## src/rtl/gate_sim_pkg.sv

```systemverilog
// Shared definitions for the gate-model response compactor: FSM encoding,
// default response width/seed and the MISR feedback tap.
package gate_sim_pkg;

  localparam int         RESP_W_DEF = 10;
  localparam logic [9:0] SEED_DEF   = 10'h3FF;
  // Second feedback tap of x^10+x^7+1 (the first is the MSB).
  localparam int         MISR_TAP   = 6;

  typedef enum logic [1:0] {
    ST_IDLE = 2'd0,
    ST_RUN  = 2'd1,
    ST_DONE = 2'd2
  } state_t;

endpackage

```

## src/rtl/gate_resp_compactor_misr_step.sv

```systemverilog
// One combinational step of the response MISR: shift left with MSB^tap
// feedback into bit 0, then fold in the new response vector.
module misr_step #(
  parameter int RESP_W = 10,
  parameter int TAP    = 6
) (
  input  logic [RESP_W-1:0] sig,
  input  logic [RESP_W-1:0] resp,
  output logic [RESP_W-1:0] nxt
);

  assign nxt = {sig[RESP_W-2:0], sig[RESP_W-1] ^ sig[TAP]} ^ resp;

endmodule

```

## src/rtl/gate_resp_compactor.sv

```systemverilog
// Compacts a counted stream of gate-model responses into a MISR signature
// and compares it with a golden value at the end of the run.
module gate_resp_compactor
  import gate_sim_pkg::*;
#(
  parameter int                RESP_W = RESP_W_DEF,
  parameter int                CNT_W  = 16,
  parameter logic [RESP_W-1:0] SEED   = RESP_W'(SEED_DEF)
) (
  input  logic              clk,
  input  logic              rst,
  input  logic              start,
  input  logic [CNT_W-1:0]  num_patterns,
  input  logic [RESP_W-1:0] golden,
  input  logic              resp_valid,
  input  logic [RESP_W-1:0] resp,
  output logic              resp_ready,
  output logic              busy,
  output logic              done,
  output logic              pass,
  output logic [RESP_W-1:0] signature,
  output logic [CNT_W-1:0]  count
);

  state_t              state;
  logic [CNT_W-1:0]    num_lat;
  logic [RESP_W-1:0]   golden_lat;
  logic [RESP_W-1:0]   sig_next;
  logic [CNT_W-1:0]    cnt_next;
  logic                xfer;

  assign xfer     = resp_valid && resp_ready;
  // count < num_lat whenever a transfer happens, so this never wraps.
  assign cnt_next = count + CNT_W'(1);

  misr_step #(
    .RESP_W (RESP_W),
    .TAP    (MISR_TAP)
  ) u_misr (
    .sig  (signature),
    .resp (resp),
    .nxt  (sig_next)
  );

  always_ff @(posedge clk) begin
    if (rst) begin
      state      <= ST_IDLE;
      signature  <= SEED;
      count      <= '0;
      pass       <= 1'b0;
      done       <= 1'b0;
      busy       <= 1'b0;
      resp_ready <= 1'b0;
    end else begin
      done <= 1'b0;
      case (state)
        ST_IDLE: begin
          if (start) begin
            state      <= ST_RUN;
            busy       <= 1'b1;
            resp_ready <= (num_patterns != '0);
            signature  <= SEED;
            count      <= '0;
            pass       <= 1'b0;
            num_lat    <= num_patterns;
            golden_lat <= golden;
          end
        end
        ST_RUN: begin
          if (xfer) begin
            signature <= sig_next;
            count     <= cnt_next;
            if (cnt_next == num_lat) begin
              state      <= ST_DONE;
              busy       <= 1'b0;
              resp_ready <= 1'b0;
              done       <= 1'b1;
              pass       <= (sig_next == golden_lat);
            end
          end else if (count == num_lat) begin
            // Only reachable for an empty run: signature is still SEED.
            state <= ST_DONE;
            busy  <= 1'b0;
            done  <= 1'b1;
            pass  <= (signature == golden_lat);
          end
        end
        ST_DONE: state <= ST_IDLE;
        default: state <= ST_IDLE;
      endcase
    end
  end

endmodule

```

## config.mk

```make
export PLATFORM = sky130hd
export DESIGN_NAME = gate_resp_compactor
export DESIGN_NICKNAME = d
export VERILOG_FILES = /design/src/rtl/gate_sim_pkg.sv /design/src/rtl/gate_resp_compactor_misr_step.sv /design/src/rtl/gate_resp_compactor.sv
export SDC_FILE = /design/constraint.sdc
export NUM_CORES = 1
export LEC_CHECK = 0
export BUFFER_PORTS_ARGS = -buffer_cell sky130_fd_sc_hd__buf_2
export CORE_MARGIN = 2
export CORE_UTILIZATION = 45
export DETAILED_ROUTE_END_ITERATION = 12
export GPL_TIMING_DRIVEN = 0
export PLACE_DENSITY_LB_ADDON = 0.15
export SLEW_MARGIN = 20
export SYNTH_ARGS = -nofsm -noshare
export SYNTH_HDL_FRONTEND = slang
export SYNTH_SLANG_ARGS = --single-unit
```

## constraint.sdc

```tcl
create_clock -name clk -period 2.6 [get_ports clk]
set_clock_uncertainty 0.05 [all_clocks]
set_input_delay 0.13 -clock clk [delete_from_list [all_inputs] [get_ports clk]]
set_output_delay 0.13 -clock clk [all_outputs]
set_load 0.005 [all_outputs]
```

* Word-level counts from Yosys, hierarchy flattened
Index checks and enable logic that the tools add are counted.
** Word-level totals
- Logic and storage cells :: 61
- Bits of input ports :: 40
- Register bits :: 58
- Output and inout port bits :: 30
** Operators by class
- Multiplexer cells :: 27
- Equal/unequal tests :: 10
- $add $sub $neg :: 1
- Reductions and logical operators :: 10
- Bitwise operators :: 4
** Operator list (number)
- $eq A16 B16 Y1 :: 2
- $mux W16 :: 2
- $pmux W16 S2 :: 1
- $eq A10 B10 Y1 :: 2
- $mux W10 :: 2
- $pmux W10 S2 :: 1
- $add A16 B1 Y16 const B :: 1
- $reduce_bool A16 Y1 :: 1
- $mux W1 :: 13
- $xor A10 B10 Y10 :: 1
- $reduce_and A3 Y1 :: 3
- $mux W2 :: 4
- $reduce_and A4 Y1 :: 2
- $ne A2 B2 Y1 const B :: 3
- $ne A3 B3 Y1 const B :: 2
- $pmux W1 S2 :: 3
- $pmux W2 S2 :: 1
- $eq A2 B1 Y1 const B :: 1
- $logic_not A2 Y1 :: 1
- $not A1 Y1 :: 2
- $reduce_bool A2 Y1 :: 1
- $reduce_or A2 Y1 :: 1
- $logic_and A1 B1 Y1 :: 1
- $xor A1 B1 Y1 :: 1

* Longest topological paths before layout
- Depth after elaboration :: 6
- Depth in mapped cells :: 9

* By module
From an unflattened synthesis, not the netlist that was laid out.
** Unflattened totals
- Cells, all modules :: 364
- Area total of the unflattened synthesis :: 3383.2 um2
** By module, submodules not included
- gate_resp_compactor :: times used 1, sequential area each 1421.4 um2, cells an instance 354, area an instance 3280.6 um2
- misr_step :: times used 1, sequential area each 0.0 um2, cells an instance 10, area an instance 102.6 um2

* Least setup slack after synthesis
Ideal clock, no wire load.
- Path type :: input-to-reg
- Start point :: in rst
- End point :: reg golden_lat[0], enable pin
- Setup slack :: 0.282 ns
- Data required time :: 2.138 ns
- Path buffers :: 1
- Library setup time :: 0.412 ns
- Cell stages on the path :: 2
- Arrival time :: 1.856 ns
- Path through :: clkdlybuf4s50_2 > nor2_1
** On the way
- Cells in the longest elaborated chain, start to end :: 2
** RTL lines
- from (decl) :: line gate_resp_compactor.sv:11 : input logic rst,
- $not A1 Y1 (no line)
- $reduce_and A3 Y1 (no line)
- to (signal assigned) :: line gate_resp_compactor.sv:66 : golden_lat <= golden;
- to (decl) :: line gate_resp_compactor.sv:27 : logic [RESP_W-1:0] golden_lat;
Every way passes these cells.
A chain may end at the register's enable or synchronous reset.

* Worst setup path after layout
- Start point :: reg count[1]
- End point :: reg state[0]
** On the way
- Cells in the longest elaborated chain, start to end :: 4
** RTL lines
- from (decl) :: line gate_resp_compactor.sv:22 : output logic [CNT_W-1:0] count
- from (signal assigned) :: line gate_resp_compactor.sv:72 : count <= cnt_next;
- $add A16 B1 Y16 :: line gate_resp_compactor.sv:34 : assign cnt_next = count + CNT_W'(1);
- $eq A16 B16 Y1 :: line gate_resp_compactor.sv:73 : if (cnt_next == num_lat) begin
- $ne A3 B3 Y1 (no line)
- $reduce_and A3 Y1 (no line) *
- to (signal assigned) :: line gate_resp_compactor.sv:47 : state <= ST_IDLE;
- to (signal assigned) :: line gate_resp_compactor.sv:74 : state <= ST_DONE;
- to (signal assigned) :: line gate_resp_compactor.sv:82 : state <= ST_DONE;
- to (decl) :: line gate_resp_compactor.sv:25 : state_t state;
Every way passes the cells marked *; elsewhere a longest branch is shown, timed or not.

==> summary.md <==
| Metric | Value |
|---|---|
| Fin crit period | 2420 ps |
| Cells after synthesis | 338 |
| CORE AREA | 6870 um^2 |
| Vias in the first global route | 2830 |
| Wire per inst | 16.2 um |
| Total CTS buffers | 9 |
| Crit Path Class | flip-flop to flip-flop |
| Commonest non-fill, non-tap cell in the layout | buf_2 |
| Slew Limit Fails | 0 |
| Syn Nets | 379 |
| Antenna Violating Nets Remaining | 0 |
| Global-route wire length before repair | 13900 um |
| Share of layout cells above drive strength 1 | 0.250 |
| R2R cell count | 9 |
| Outcome | completed |
| Die X | 88.7 um |
| Hold Crit Class | primary input to flip-flop |
| Register area share after synthesis | 0.440 |
| Clk root buf | clkbuf_8 |
| Initial Util | 0.470 |
| Worst EP required | 2760 ps |
| Initial DRT Pass Iterations | 5 |
| Grt total ovfl | 0 |
| H-tree Lvls | 3 |
| Flops & latches, synth | 58 |
| Hold path cells | 4 |
| Synth area leader | edfxtp_1 |
| R2r startpoint | count[1] |
| CTS tree | built |
| Vias | 2992 |
| Nets@finish | 484 |
| CTS sink cnt | 58 |
| Syn. warnings | 0 |
| Setup TNS | 0 ps |
| Post-synth ARST share | 0 |
| Post-synth top area share | 0.242 |
| # placed instances | 502 |
| Post-synth EDFFs | 26 |
| Power Density | 526 nW/um^2 |
| Clk buf depth | 2 |
| Die height | 88.7 um |
| Top post-synthesis cells by area | edfxtp_1 (24%), dfxtp_1 (20%), xnor2_1 (8.1%) |
| Area delta synth->final | 29.6% |
| Placer congestion estimate | 0.953 |
| Worst-Skew Late Latency | 350 ps |
| Fmax | 413 MHz |
| RSZ-0062 raised after global routing | false |
| Initial antenna violation count | 0 |
| Max Cap Violations | 0 |
| Final non-filler cell total | 544 |
| Crit path from | count[1] |
| Leakage Power | 1.60 nW |
| Crit-path max FO | 10 |
| Largest net degree at the start of global routing | 29 |
| Routed vias/inst | 5.50 |
| Final period util | 0.932 |
| Gr usage total | 0.236 |
| Clock transition at path regs | 70 ps |
| Die area | 7880 um^2 |
| DR iter-0 viols | 211 |
| Slew headroom | 0.482 |
| VDD IR max | 389 uV |
| Post-DP HPWL | 6290 um |
| Final setup violation count | 0 |
| Final hold violation count | 0 |
| GRT busiest layer | met2 |
| Prevailing post-synth register cell | dfxtp_1 |
| Netlist cell types | 61 |
| Worst Tran Pin Value | 775 ps |
| Avg Synthesized Cell Area | 9.56 um^2 |
| Critical path launch point type | flip-flop |
| Met3 usage | 0.0681 |
| IO Port Bufs | 68 |
| R2R Path End | state[0] |
| Critical Path AT | 2580 ps |
| GRT met2 Usage | 0.351 |
| Critical Path Sink | state[0] |
| Final wirelength | 8810 um |
| Number of inserted diodes | 0 |
| Crit path capture type | flip-flop |
| Mapped Area | 3230 um^2 |
| Placement Rows | 30 |
| Drt drc | 0 |
| I/O pin count | 70 |
| Reg2reg setup slack | 180 ps |
| Met1 usage | 0.327 |
| Most frequent cells in the layout | buf_2 (75), xnor2_1 (30), dfxtp_1 (30) |
synth_stat cells, types with 2 or more instances:
| master | number |
|---|---|
| o41ai_1 | 3 |
| or3_1 | 3 |
| o31ai_1 | 2 |
| xnor2_1 | 30 |
| a21boi_0 | 2 |
| dfxtp_1 | 32 |
| o21a_1 | 2 |
| a21o_1 | 6 |
| mux2i_1 | 2 |
| o22ai_1 | 4 |
| nor2_1 | 27 |
| buf_4 | 2 |
| and4_1 | 2 |
| inv_1 | 6 |
| nand4_4 | 2 |
| nand2b_1 | 5 |
| buf_2 | 6 |
| nor3_1 | 8 |
| o21ai_1 | 2 |
| nand3b_1 | 2 |
| nand2_1 | 22 |
| nor4_1 | 11 |
| nand3_1 | 13 |
| and3b_1 | 2 |
| a31oi_1 | 2 |
| or2_2 | 2 |
| o2111ai_1 | 2 |
| edfxtp_1 | 26 |
| or4_1 | 2 |
| a211oi_1 | 2 |
| o211ai_1 | 7 |
| xor2_1 | 18 |
| nand4_1 | 8 |
| and2_1 | 4 |
| clkbuf_1 | 7 |
| o21ai_0 | 18 |
| a21oi_1 | 20 |
per-stage QoR:
stage                     power [mW]  hold WS (ps)   util  instance area, um^2  worst slack, ps
after detailed placement        1.34           258  0.539                 3700            -54.3
after global routing            2.30           123  0.610                 4190             2.25
final                           2.20          90.7  0.610                 4190              177
after global placement          1.34           256  0.538                 3690             -295
after CTS                       2.20          88.6  0.605                 4160             47.9
after floorplan                 1.23           179      -                 3230              282
power by group:
group | internal [mW] | switching (mW)
Clock | 0.465 | 0.380
Sequential | 0.998 | 0.0423
Combinational | 0.153 | 0.166
Total | 1.62 | 0.588
cells by family (layout without fill, tap and decap cells):
logic type / count (synthesis) / count (layout) / share of synthesized area
mux: 2 / 2 / 0.00619
xor+xnor: 48 / 48 / 0.130
fa+ha+maj: 1 / 1 / 0.00387
simple gates: 123 / 123 / 0.213
buf+inv: 23 / 133 / 0.0379
flops: 58 / 58 / 0.440
compound gates: 83 / 83 / 0.169
per-layer routing:
layer,up-vias,routed length [um]
met4,0,170
met3,19,576
met1,1392,4090
met5,-,0
met2,107,3980
li1,1474,-
how the worst min path moves through the flow:
stage,end,startpoint
detailed placement,golden_lat[1],golden[1]
global route,signature[8],resp[8]
global placement,golden_lat[7],golden[7]
floorplan,golden_lat[0],golden[0]
finish,signature[3],resp[3]
CTS,signature[3],resp[3]
final cells by class:
type	instances	area, um^2
clock buffer	11	141
fill	610	2680
buffer	16	83.8
multi-input combinational	257	1720
inverter	7	40.0
timing repair buffer	94	601
tap	96	120
clock inverter	5	55.1
sequential	58	1430
what timing repair did:
item	4_1_cts	5_1_grt
pin swaps	0	2
gates resized for setup	2	9
endpoints found under the hold margin	26	0
hold buffers	26	0
endpoints found under the setup margin	5	7
buffers inserted	0	0
sequential cells by signal (all words and copies together) (netlist names):
signal	cells
busy	1
resp_ready	1
done	1
signature	10
golden_lat	10
num_lat	16
count	16
state	2
pass	1
worst max-delay path, cell delays in order (launching register included):
cell       delay [ps]
dfxtp_2           410
ha_2              240
nand3_1           170
buf_2             230
nor3_1            170
a31oi_1           100
nor4_2            390
o2111ai_2         190
o21ai_2           260
o22ai_1            90
(Power assumes the default switching activity.)
